### src/rtl/pc_seq_pkg.sv
// rtl/pc_seq_pkg.sv - op codes, sequencer states and memory-op classification
package pc_seq_pkg;

    localparam logic [2:0] OP_SEQ  = 3'd0;
    localparam logic [2:0] OP_BMN  = 3'd1;
    localparam logic [2:0] OP_BRZ  = 3'd2;
    localparam logic [2:0] OP_BZ   = 3'd3;
    localparam logic [2:0] OP_JMOR = 3'd4;
    localparam logic [2:0] OP_JALM = 3'd5;
    localparam logic [2:0] OP_BEQ  = 3'd6;
    localparam logic [2:0] OP_ILL  = 3'd7;

    typedef enum logic {
        RUN      = 1'b0,
        MEM_WAIT = 1'b1
    } state_e;

    // BMN only goes to memory when the ALU result is negative
    function automatic logic is_mem_op(input logic [2:0] op, input logic n);
        return (op == OP_JMOR) || (op == OP_JALM) || ((op == OP_BMN) && n);
    endfunction

endpackage

### src/rtl/pc_wait_timer.sv
// rtl/pc_wait_timer.sv - saturating wait-state counter flagging the last allowed wait cycle
module pc_wait_timer #(
    parameter int TIMEOUT = 15
) (
    input  logic clk,
    input  logic rst_n,
    input  logic clear_i,
    input  logic en_i,
    output logic expired_o
);

    localparam int CW = (TIMEOUT > 0) ? $clog2(TIMEOUT + 1) : 1;
    localparam logic [CW-1:0] CNT_MAX = '1;
    localparam logic [CW-1:0] CNT_LAST = CW'(TIMEOUT - 1);

    logic [CW-1:0] cnt_q, cnt_d;

    always_comb begin
        cnt_d = cnt_q;
        if (clear_i) begin
            cnt_d = '0;
        end else if (en_i && (cnt_q != CNT_MAX)) begin
            cnt_d = cnt_q + CW'(1);
        end
    end

    always_ff @(posedge clk or negedge rst_n) begin
        if (!rst_n) begin
            cnt_q <= '0;
        end else begin
            cnt_q <= cnt_d;
        end
    end

    // cnt_q holds the number of wait cycles already completed
    assign expired_o = (TIMEOUT != 0) && (cnt_q == CNT_LAST);

endmodule

### src/rtl/pc_sequencer.sv
// rtl/pc_sequencer.sv - registered next-PC unit with memory-indirect jump handshake
module pc_sequencer
    import pc_seq_pkg::*;
#(
    parameter int               WIDTH    = 32,
    parameter logic [WIDTH-1:0] RESET_PC = '0,
    parameter int               ADDR_LSB = 2,
    parameter int               TIMEOUT  = 15
) (
    input  logic             clk,
    input  logic             rst_n,
    input  logic [2:0]       op,
    input  logic             op_valid,
    input  logic [WIDTH-1:0] alu_result,
    input  logic             alu_zero,
    input  logic [WIDTH-1:0] reg_s,
    input  logic [WIDTH-1:0] j_diraddr,
    input  logic [15:0]      br_offset,
    output logic             mem_req,
    output logic [WIDTH-1:0] mem_addr,
    input  logic             mem_ack,
    input  logic [WIDTH-1:0] mem_rdata,
    output logic [WIDTH-1:0] pc,
    output logic             stall,
    output logic             link_we,
    output logic [WIDTH-1:0] link_data,
    output logic             fault
);

    localparam logic [WIDTH-1:0] STEP       = WIDTH'(1) << ADDR_LSB;
    localparam logic [WIDTH-1:0] ALIGN_MASK = STEP - WIDTH'(1);

    state_e           state_q, state_d;
    logic [WIDTH-1:0] pc_q, pc_d;
    logic [WIDTH-1:0] mem_addr_q, mem_addr_d;
    logic [2:0]       op_q, op_d;
    logic             link_we_q, link_we_d;
    logic [WIDTH-1:0] link_data_q, link_data_d;
    logic             fault_q, fault_d;

    logic [WIDTH-1:0] step, beq_tgt, target;
    logic             load, stall_c, tmr_clear, expired;

    assign step    = pc_q + STEP;
    assign beq_tgt = step + ({{(WIDTH-16){br_offset[15]}}, br_offset} << ADDR_LSB);

    pc_wait_timer #(.TIMEOUT(TIMEOUT)) u_timer (
        .clk       (clk),
        .rst_n     (rst_n),
        .clear_i   (tmr_clear),
        .en_i      (state_q == MEM_WAIT),
        .expired_o (expired)
    );

    always_comb begin
        state_d     = state_q;
        pc_d        = pc_q;
        mem_addr_d  = mem_addr_q;
        op_d        = op_q;
        link_we_d   = 1'b0;
        link_data_d = link_data_q;
        fault_d     = 1'b0;
        target      = step;
        load        = 1'b0;
        stall_c     = 1'b0;
        tmr_clear   = 1'b1;

        case (state_q)
            RUN: begin
                if (op_valid) begin
                    if (is_mem_op(op, alu_result[WIDTH-1])) begin
                        stall_c    = 1'b1;
                        mem_addr_d = alu_result;
                        op_d       = op;
                        state_d    = MEM_WAIT;
                    end else begin
                        load = 1'b1;
                        case (op)
                            OP_BRZ:  if (alu_zero) target = reg_s;
                            OP_BZ:   if (alu_zero) target = j_diraddr;
                            OP_BEQ:  if (alu_zero) target = beq_tgt;
                            OP_ILL:  fault_d = 1'b1;
                            default: target = step;
                        endcase
                    end
                end
            end
            MEM_WAIT: begin
                tmr_clear = 1'b0;
                stall_c   = 1'b1;
                // ack has priority over a timeout landing in the same cycle
                if (mem_ack) begin
                    stall_c   = 1'b0;
                    load      = 1'b1;
                    target    = mem_rdata;
                    state_d   = RUN;
                    tmr_clear = 1'b1;
                    if (op_q == OP_JALM) begin
                        link_we_d   = 1'b1;
                        link_data_d = step;
                    end
                end else if (expired) begin
                    stall_c   = 1'b0;
                    load      = 1'b1;
                    fault_d   = 1'b1;
                    state_d   = RUN;
                    tmr_clear = 1'b1;
                end
            end
            default: state_d = RUN;
        endcase

        if (load) begin
            pc_d = target & ~ALIGN_MASK;
            if ((target & ALIGN_MASK) != '0) fault_d = 1'b1;
        end
    end

    always_ff @(posedge clk or negedge rst_n) begin
        if (!rst_n) begin
            state_q     <= RUN;
            pc_q        <= RESET_PC;
            mem_addr_q  <= '0;
            op_q        <= OP_SEQ;
            link_we_q   <= 1'b0;
            link_data_q <= '0;
            fault_q     <= 1'b0;
        end else begin
            state_q     <= state_d;
            pc_q        <= pc_d;
            mem_addr_q  <= mem_addr_d;
            op_q        <= op_d;
            link_we_q   <= link_we_d;
            link_data_q <= link_data_d;
            fault_q     <= fault_d;
        end
    end

    assign mem_req   = (state_q == MEM_WAIT);
    assign mem_addr  = mem_addr_q;
    assign pc        = pc_q;
    assign stall     = stall_c & rst_n;
    assign link_we   = link_we_q;
    assign link_data = link_data_q;
    assign fault     = fault_q;

endmodule

### config.mk
export PLATFORM = sky130hd
export DESIGN_NAME = pc_sequencer
export DESIGN_NICKNAME = d
export VERILOG_FILES = /design/src/rtl/pc_seq_pkg.sv /design/src/rtl/pc_wait_timer.sv /design/src/rtl/pc_sequencer.sv
export SDC_FILE = /design/constraint.sdc
export NUM_CORES = 1
export LEC_CHECK = 0
export ABC_CLOCK_PERIOD_IN_PS = 5110
export CORE_UTILIZATION = 40
export CTS_BUF_LIST = sky130_fd_sc_hd__clkbuf_8
export CTS_CLUSTER_DIAMETER = 60
export CTS_CLUSTER_SIZE = 14
export DETAILED_ROUTE_END_ITERATION = 8
export GPL_TIMING_DRIVEN = 1
export PLACE_DENSITY = 0.71
export SYNTH_ARGS = -nofsm -noshare
export SYNTH_HDL_FRONTEND = slang
export SYNTH_SLANG_ARGS = --single-unit
export TNS_END_PERCENT = 100
### constraint.sdc
create_clock -name clk -period 5.11 [get_ports clk]
set_input_delay 0.511 -clock clk [delete_from_list [all_inputs] [get_ports clk]]
set_output_delay 0.511 -clock clk [all_outputs]
set_load 0.05 [all_outputs]
==> run metrics, run 1 <==
outcome completed; setup_tns 0 ps; Synth warnings 0; First DRT Iteration DRCs 570; pin count of the biggest net entering global routing 64; post-cts resize count 0; hold crit path type primary input to async pin; global-route wire length before repair 42600 um; core area 18900 um2; FP Rows 50; Max Fclk 228 MHz; fin area ~11000 um2; Post-Syn Area 7780 um2; total congestion overflow 0; P&R area growth vs syn 37.3%; Worst Path Arrival 4660 ps; Nets 1276; total track usage 27.4%; share of cells above drive strength 1 11.7%; Multi-input gate area approximately 4900 um2; HPWL after DPL 20400 um; TritonCTS Buffers 9; synthesized area per cell 9.04 um2; Yosys cell types 74; input/output buffers 247; overall power between 5000 and 6000 uW; root buffer cell clkbuf_8; drt wl/cell 20.1 um; CP endpoint kind flop; Residual DRC 0; Worst-Skew Late Latency approximately 400 ps; final WL roughly 27000 um; final hold vios 0; peak supply drop 0.290 mV; die area around 20000 um2; number of synthesized flops with an enable pin 0; Post-synth ARST share 100%; setup repair bufs after CTS 0; RePlAce Congestion roughly 0.96; Max Cap Viol 0; register area 2550 um2; DR vias/cell 5.69; Setup violations, final 0; worst setup margin 731 ps; number of H-tree levels 3; number of global-route vias before repair 7657; DP Worst Slack 886 ps; Die Y 142 um; CTS tree done; Layout Cells excl Fill 1352; placed cells 1336; Post-DRT Antenna Nets 0; Worst EP required approximately 5400 ps; P_leak 0.00453 uW; Num Clock Sinks a little over 100; fill count 1808; via count 7693; first-pass iteration count of the detailed router 5; top-level port count 252; Worst setup SP type flop; cells after synthesis about 860; final slew viol count 0; pwr dens 518 nW/um2; Max-slew headroom 33.5%; Slew @ Worst Pin around 1000 ps; Initial Util about two fifths; initial antenna violation count 0; Seq/Total Area, Yosys between 30% and 40%; WS Path Type flop to flop; clk slew on worst S/H paths approximately 130 ps; Placed Area 10500 um2; CP Max Fanout 9; Ant. Diodes 0; Layout Skew 20.3 ps; unrepaired setup endpoints after global routing no; Chip Width 142 um; hold_buf cts 0; Clock Path Buffers 2; Primary FF master, synth dfrtp_1; period utilization 85.7%; Tmin final about 4400 ps; Yosys reg bits just over 100
-- placed cells by master (no fill, tap or decap), types with 7 or more instances in the layout --
cell type,count
clkdlybuf4s50_1,244
dfrtp_1,102
mux2_2,68
a21oi_1,67
nor2_1,65
nand2_1,63
o21ai_0,42
ha_1,36
mux2i_1,34
xnor2_1,33
nand3_1,30
inv_1,27
a21o_1,27
o22ai_1,20
nor3_1,16
xor2_1,15
buf_4,14
a211oi_1,12
and3_1,10
a221oi_1,10
nand4_1,9
nand2b_1,9
clkbuf_8,9
a31oi_1,7
-- cell usage after synthesis (all sizes together) (5+ instances only) --
| cell type | instances | share of area (%) |
|---|---|---|
| o211ai | 8 | 0.96 |
| a221oi | 11 | 1.3 |
| buf | 18 | 1.3 |
| ha | 36 | 5.8 |
| clkbuf | 30 | 1.4 |
| o31ai | 5 | 0.48 |
| xnor2 | 35 | 4.1 |
| nor2b | 6 | 0.48 |
| nor2 | 66 | 3.2 |
| o22ai | 20 | 1.6 |
| a21o | 27 | 2.6 |
| nand2 | 63 | 3.0 |
| mux2i | 34 | 4.4 |
| nor3b | 7 | 0.68 |
| o21ai | 47 | 3.1 |
| a22oi | 5 | 0.48 |
| nor3 | 18 | 1.3 |
| and3 | 10 | 0.80 |
| nand3 | 30 | 1.9 |
| a21oi | 72 | 4.9 |
| nand2b | 10 | 0.90 |
| o221ai | 6 | 0.76 |
| dfrtp | 102 | 33 |
| and4 | 5 | 0.59 |
| a31oi | 7 | 0.56 |
| nand4 | 11 | 1.0 |
| xor2 | 15 | 1.7 |
| mux2 | 68 | 9.8 |
| inv | 28 | 1.4 |
| a211oi | 13 | 1.3 |
-- through the flow --
step                      hold slack, ps  utilization [%]
after detailed placement             494             55.5
after global routing                 117             56.6
after CTS                            112             56.6
after floorplan                      215                -
after global placement               489             55.5
final                               84.5             56.6
-- flip-flops by register name, indices dropped and copies added (netlist names) --
| register | count |
|---|---|
| mem_addr | 32 |
| link_data | 30 |
| pc | 30 |
| u_timer.cnt_q | 4 |
| op_q | 3 |
| fault | 1 |
| link_we | 1 |
| mem_req | 1 |
-- cell type report --
type | instances | area share, %
clock buffer | 9 | 1.16
multi-input combinational | 685 | 46.1
timing repair buffer | 260 | 23.9
tap | 260 | 3.04
inverter | 29 | 1.02
sequential | 102 | 23.9
clock inverter | 7 | 0.831
-- where the power goes --
part	switching, uW	internal (uW)
clock	355	199
combinational	2250	1380
sequential	269	1080
total	2870	2670
-- metal layers --
metal	part of all wire (%)	global-route usage, %	wire length (um)
met2	47	44.9	12700
met4	2.5	9.00	670
met5	0	0	0
met1	43	36.9	11700
met3	7.7	4.66	2080
-- path summary, 6_finish.rpt --
kind	end	cells after the start	start	slack, ps
min in group clk	link_data[22]	1	link_data[22]	520
min reg2reg	link_data[22]	1	link_data[22]	520
min	pc[21]	1	rst_n	80
max	pc[28]	17	pc[10]	730
max in group asynchronous	pc[17]	2	rst_n	3720
max reg2reg	pc[28]	17	pc[10]	730
-- worst max-delay path: stages, from the launching register on --
cell      delay [ps]
dfrtp_1          510
and4_4           300
and4_1           450
nand4_2          230
inv_2            100
nand2_1          100
xnor2_1          380
ha_1             390
a21o_1           190
a21oi_1          140
nor2_1            70
nor2_1           220
nand3b_1         100
or3_1            350
a31oi_1          200
xor2_1           160
nor4_1            60
o32a_1           310
-- kinds of logic after synthesis --
kind of cell               after synthesis  synth area share, %
AOI/OAI and AO/OA                      249                 21.3
and+or+nand+nor                        243                 15.7
muxes                                  102                 14.2
DFF                                    102                 32.8
buffers and inverters                   77                 4.13
xor gates and xnor gates                50                 5.82
adders and majority gates               37                 6.04
other                                    1               0.0482
Power figures use the tool's default switching activity.
==> inputs of run 2 (changes only) <==
--- a/config.mk
+++ b/config.mk
@@ -12,6 +12,7 @@
 export CTS_CLUSTER_SIZE = 14
 export DETAILED_ROUTE_END_ITERATION = 8
 export GPL_TIMING_DRIVEN = 1
+export HOLD_SLACK_MARGIN = 0.06
 export PLACE_DENSITY = 0.71
 export SYNTH_ARGS = -nofsm -noshare
 export SYNTH_HDL_FRONTEND = slang
==> results of run 2 <==
Final layout, timing and power as in run 1 (identical DEF).
==> inputs of run 3 (changes only) <==
--- a/config.mk
+++ b/config.mk
@@ -5,7 +5,7 @@
 export SDC_FILE = /design/constraint.sdc
 export NUM_CORES = 1
 export LEC_CHECK = 0
-export ABC_CLOCK_PERIOD_IN_PS = 5110
+export ABC_CLOCK_PERIOD_IN_PS = 5000
 export CORE_UTILIZATION = 40
 export CTS_BUF_LIST = sky130_fd_sc_hd__clkbuf_8
 export CTS_CLUSTER_DIAMETER = 60
==> constraint.sdc (replaced) <==
create_clock -name clk -period 5 [get_ports clk]
set_input_delay 1 -clock clk [delete_from_list [all_inputs] [get_ports clk]]
set_output_delay 1 -clock clk [all_outputs]
set_load 0.05 [all_outputs]
==> run 3 against run 2 <==
  * Wire length decreased by 1.3%
  * Utilization increased by 0.30 points
  * Critical path depth shrank 1
  * Register-to-register slack better by 90 ps
  * Critical path type unchanged
  * Critical endpoint is now pc[31]
  * Largest power group unchanged
  * Highest routed layer unchanged
==> run metrics, run 3 (synthesis results as in run 1) <==
top-level port count 252; Worst-Skew Late Latency 410 ps; input/output buffers around 250; unrepaired setup endpoints after global routing no; share of cells above drive strength 1 12.2%; CTS tree done; fin area 10700 um2; P_leak 0.00457 uW; Layout Skew approximately 13 ps; Worst EP required between 5000 and 6000 ps; CP endpoint kind flop; Tmin final approximately 4200 ps; peak supply drop 0.308 mV; Initial Util 41.2%; max incr delay on CP about 500 ps; initial antenna violation count 1; Sequential Power Share 24.3%; final core occ 56.9%; Int Pwr 2730 uW; Placed Area ~11000 um2; P_sw 2930 uW; HPWL after DPL 20200 um; DR vias/cell 5.66; First DRT Iteration DRCs around 590; Nets 1281; hold_buf cts 0; via count 7688; core area 18900 um2; global-route wire length before repair 41600 um; Chip Width 142 um; first-pass iteration count of the detailed router 6; Worst setup SP type flop; fill count 1683; pin count of the biggest net entering global routing 68; final WL 26900 um; Max Fclk 239 MHz; post-cts resize count 0; Critical-path top delay cell dfrtp_1; setup_tns 0 ps; period utilization 83.6%; final slew viol count 0; WS Path Type flop to flop; Max Cap Viol 0; Worst Path Arrival 4530 ps; Residual DRC 0; total track usage 27.1%; TritonCTS Buffers 9; die area 20000 um2; commonest non-fill, non-tap cells in the layout clkdlybuf4s50_1 (243), dfrtp_1 (102), mux2_2 (68), a21oi_1 (67), nor2_1 (65); clock power share 10.2%; Buf/Inv on CP 1; drt wl/cell 19.8 um; cells along the critical path ha_1 -> and3_1 -> nand2_1 -> nor2_1 -> xnor2_1 -> inv_1 -> ha_1 -> a21oi_1 -> o21ai_0 -> or3_1 -> o211ai_2 -> a31o_2 -> a21oi_1 -> nor4b_2 -> o21ai_0 -> o21ai_1; root buffer cell clkbuf_8; total congestion overflow 0; number of H-tree levels 3; Clock Path Buffers 2; cell family with most CP delay simple AND/OR/NAND/NOR gates; RePlAce Congestion 0.933; hold crit path type flop to flop; P&R area growth vs syn 38.1%; combinational power share 65.5%; Die Y approximately 140 um; clk slew on worst S/H paths 120 ps; Setup violations, final 0; CP Max Fanout 8; Num Clock Sinks 102; setup repair bufs after CTS 0; FP Rows 50; Max-slew headroom 38.4%; number of flip-flops in the largest register 32; number of global-route vias before repair 7536; Slew @ Worst Pin 924 ps; most common cell after layout, fill and taps aside clkdlybuf4s50_1; pwr dens 527 nW/um2; Switching Share 51.7%; outcome completed; final hold vios 0; Post-DRT Antenna Nets 0
## run 3: area by class of cell
class	count	area, um2	area share [%]
multi-input cells	685	4930	45.9
diodes	1	2.50	0.0233
well taps	260	325	3.03
inverters	29	109	1.01
repair buffers	265	2620	24.4
clock inverters	7	83.8	0.780
clock buffers	9	124	1.15
flip-flops and latches	102	2550	23.7
## run 3: worst paths after layout
| kind | from | slack (ps) | depth (start not counted) | end |
|---|---|---|---|---|
| max | pc[2] | 820 | 16 | pc[31] |
| min | op_q[2] | 520 | 1 | op_q[2] |
| max reg2reg | pc[2] | 820 | 16 | pc[31] |
| min reg2reg | op_q[2] | 520 | 1 | op_q[2] |
| max in group asynchronous | rst_n | 3160 | 2 | op_q[0] |
| min in group asynchronous | rst_n | 530 | 1 | pc[21] |
## run 3: per-layer routing
metal  share of wire, %  vias to the layer above  track usage, %
met5                  0                        -               0
li1                   -                     3644               -
met4                1.9                        0            8.94
met1                 44                     3690            35.7
met3                7.4                       32            5.60
met2                 47                      322            44.3
## run 3: through the flow
step / std cells / total power [uW] / hold WS [ps] / setup WS, ps
after floorplan: 864 / 3880 / 480 / 1120
after detailed placement: 1341 / 5060 / 495 / 728
final: 1358 / 5660 / 517 / 819
after CTS: 1357 / 5660 / 522 / 861
after global routing: 1357 / 5980 / 533 / 547
after global placement: 1341 / 5040 / 489 / 774
## run 3: power by group through the flow
stage                     clock (uW)  combinational, uW  sequential [uW]
after global routing             622               3950             1410
final                            578               3710             1370
after global placement             0               3660             1380
after detailed placement           0               3680             1390
after floorplan                    0               1550             2330
after CTS                        591               3690             1370
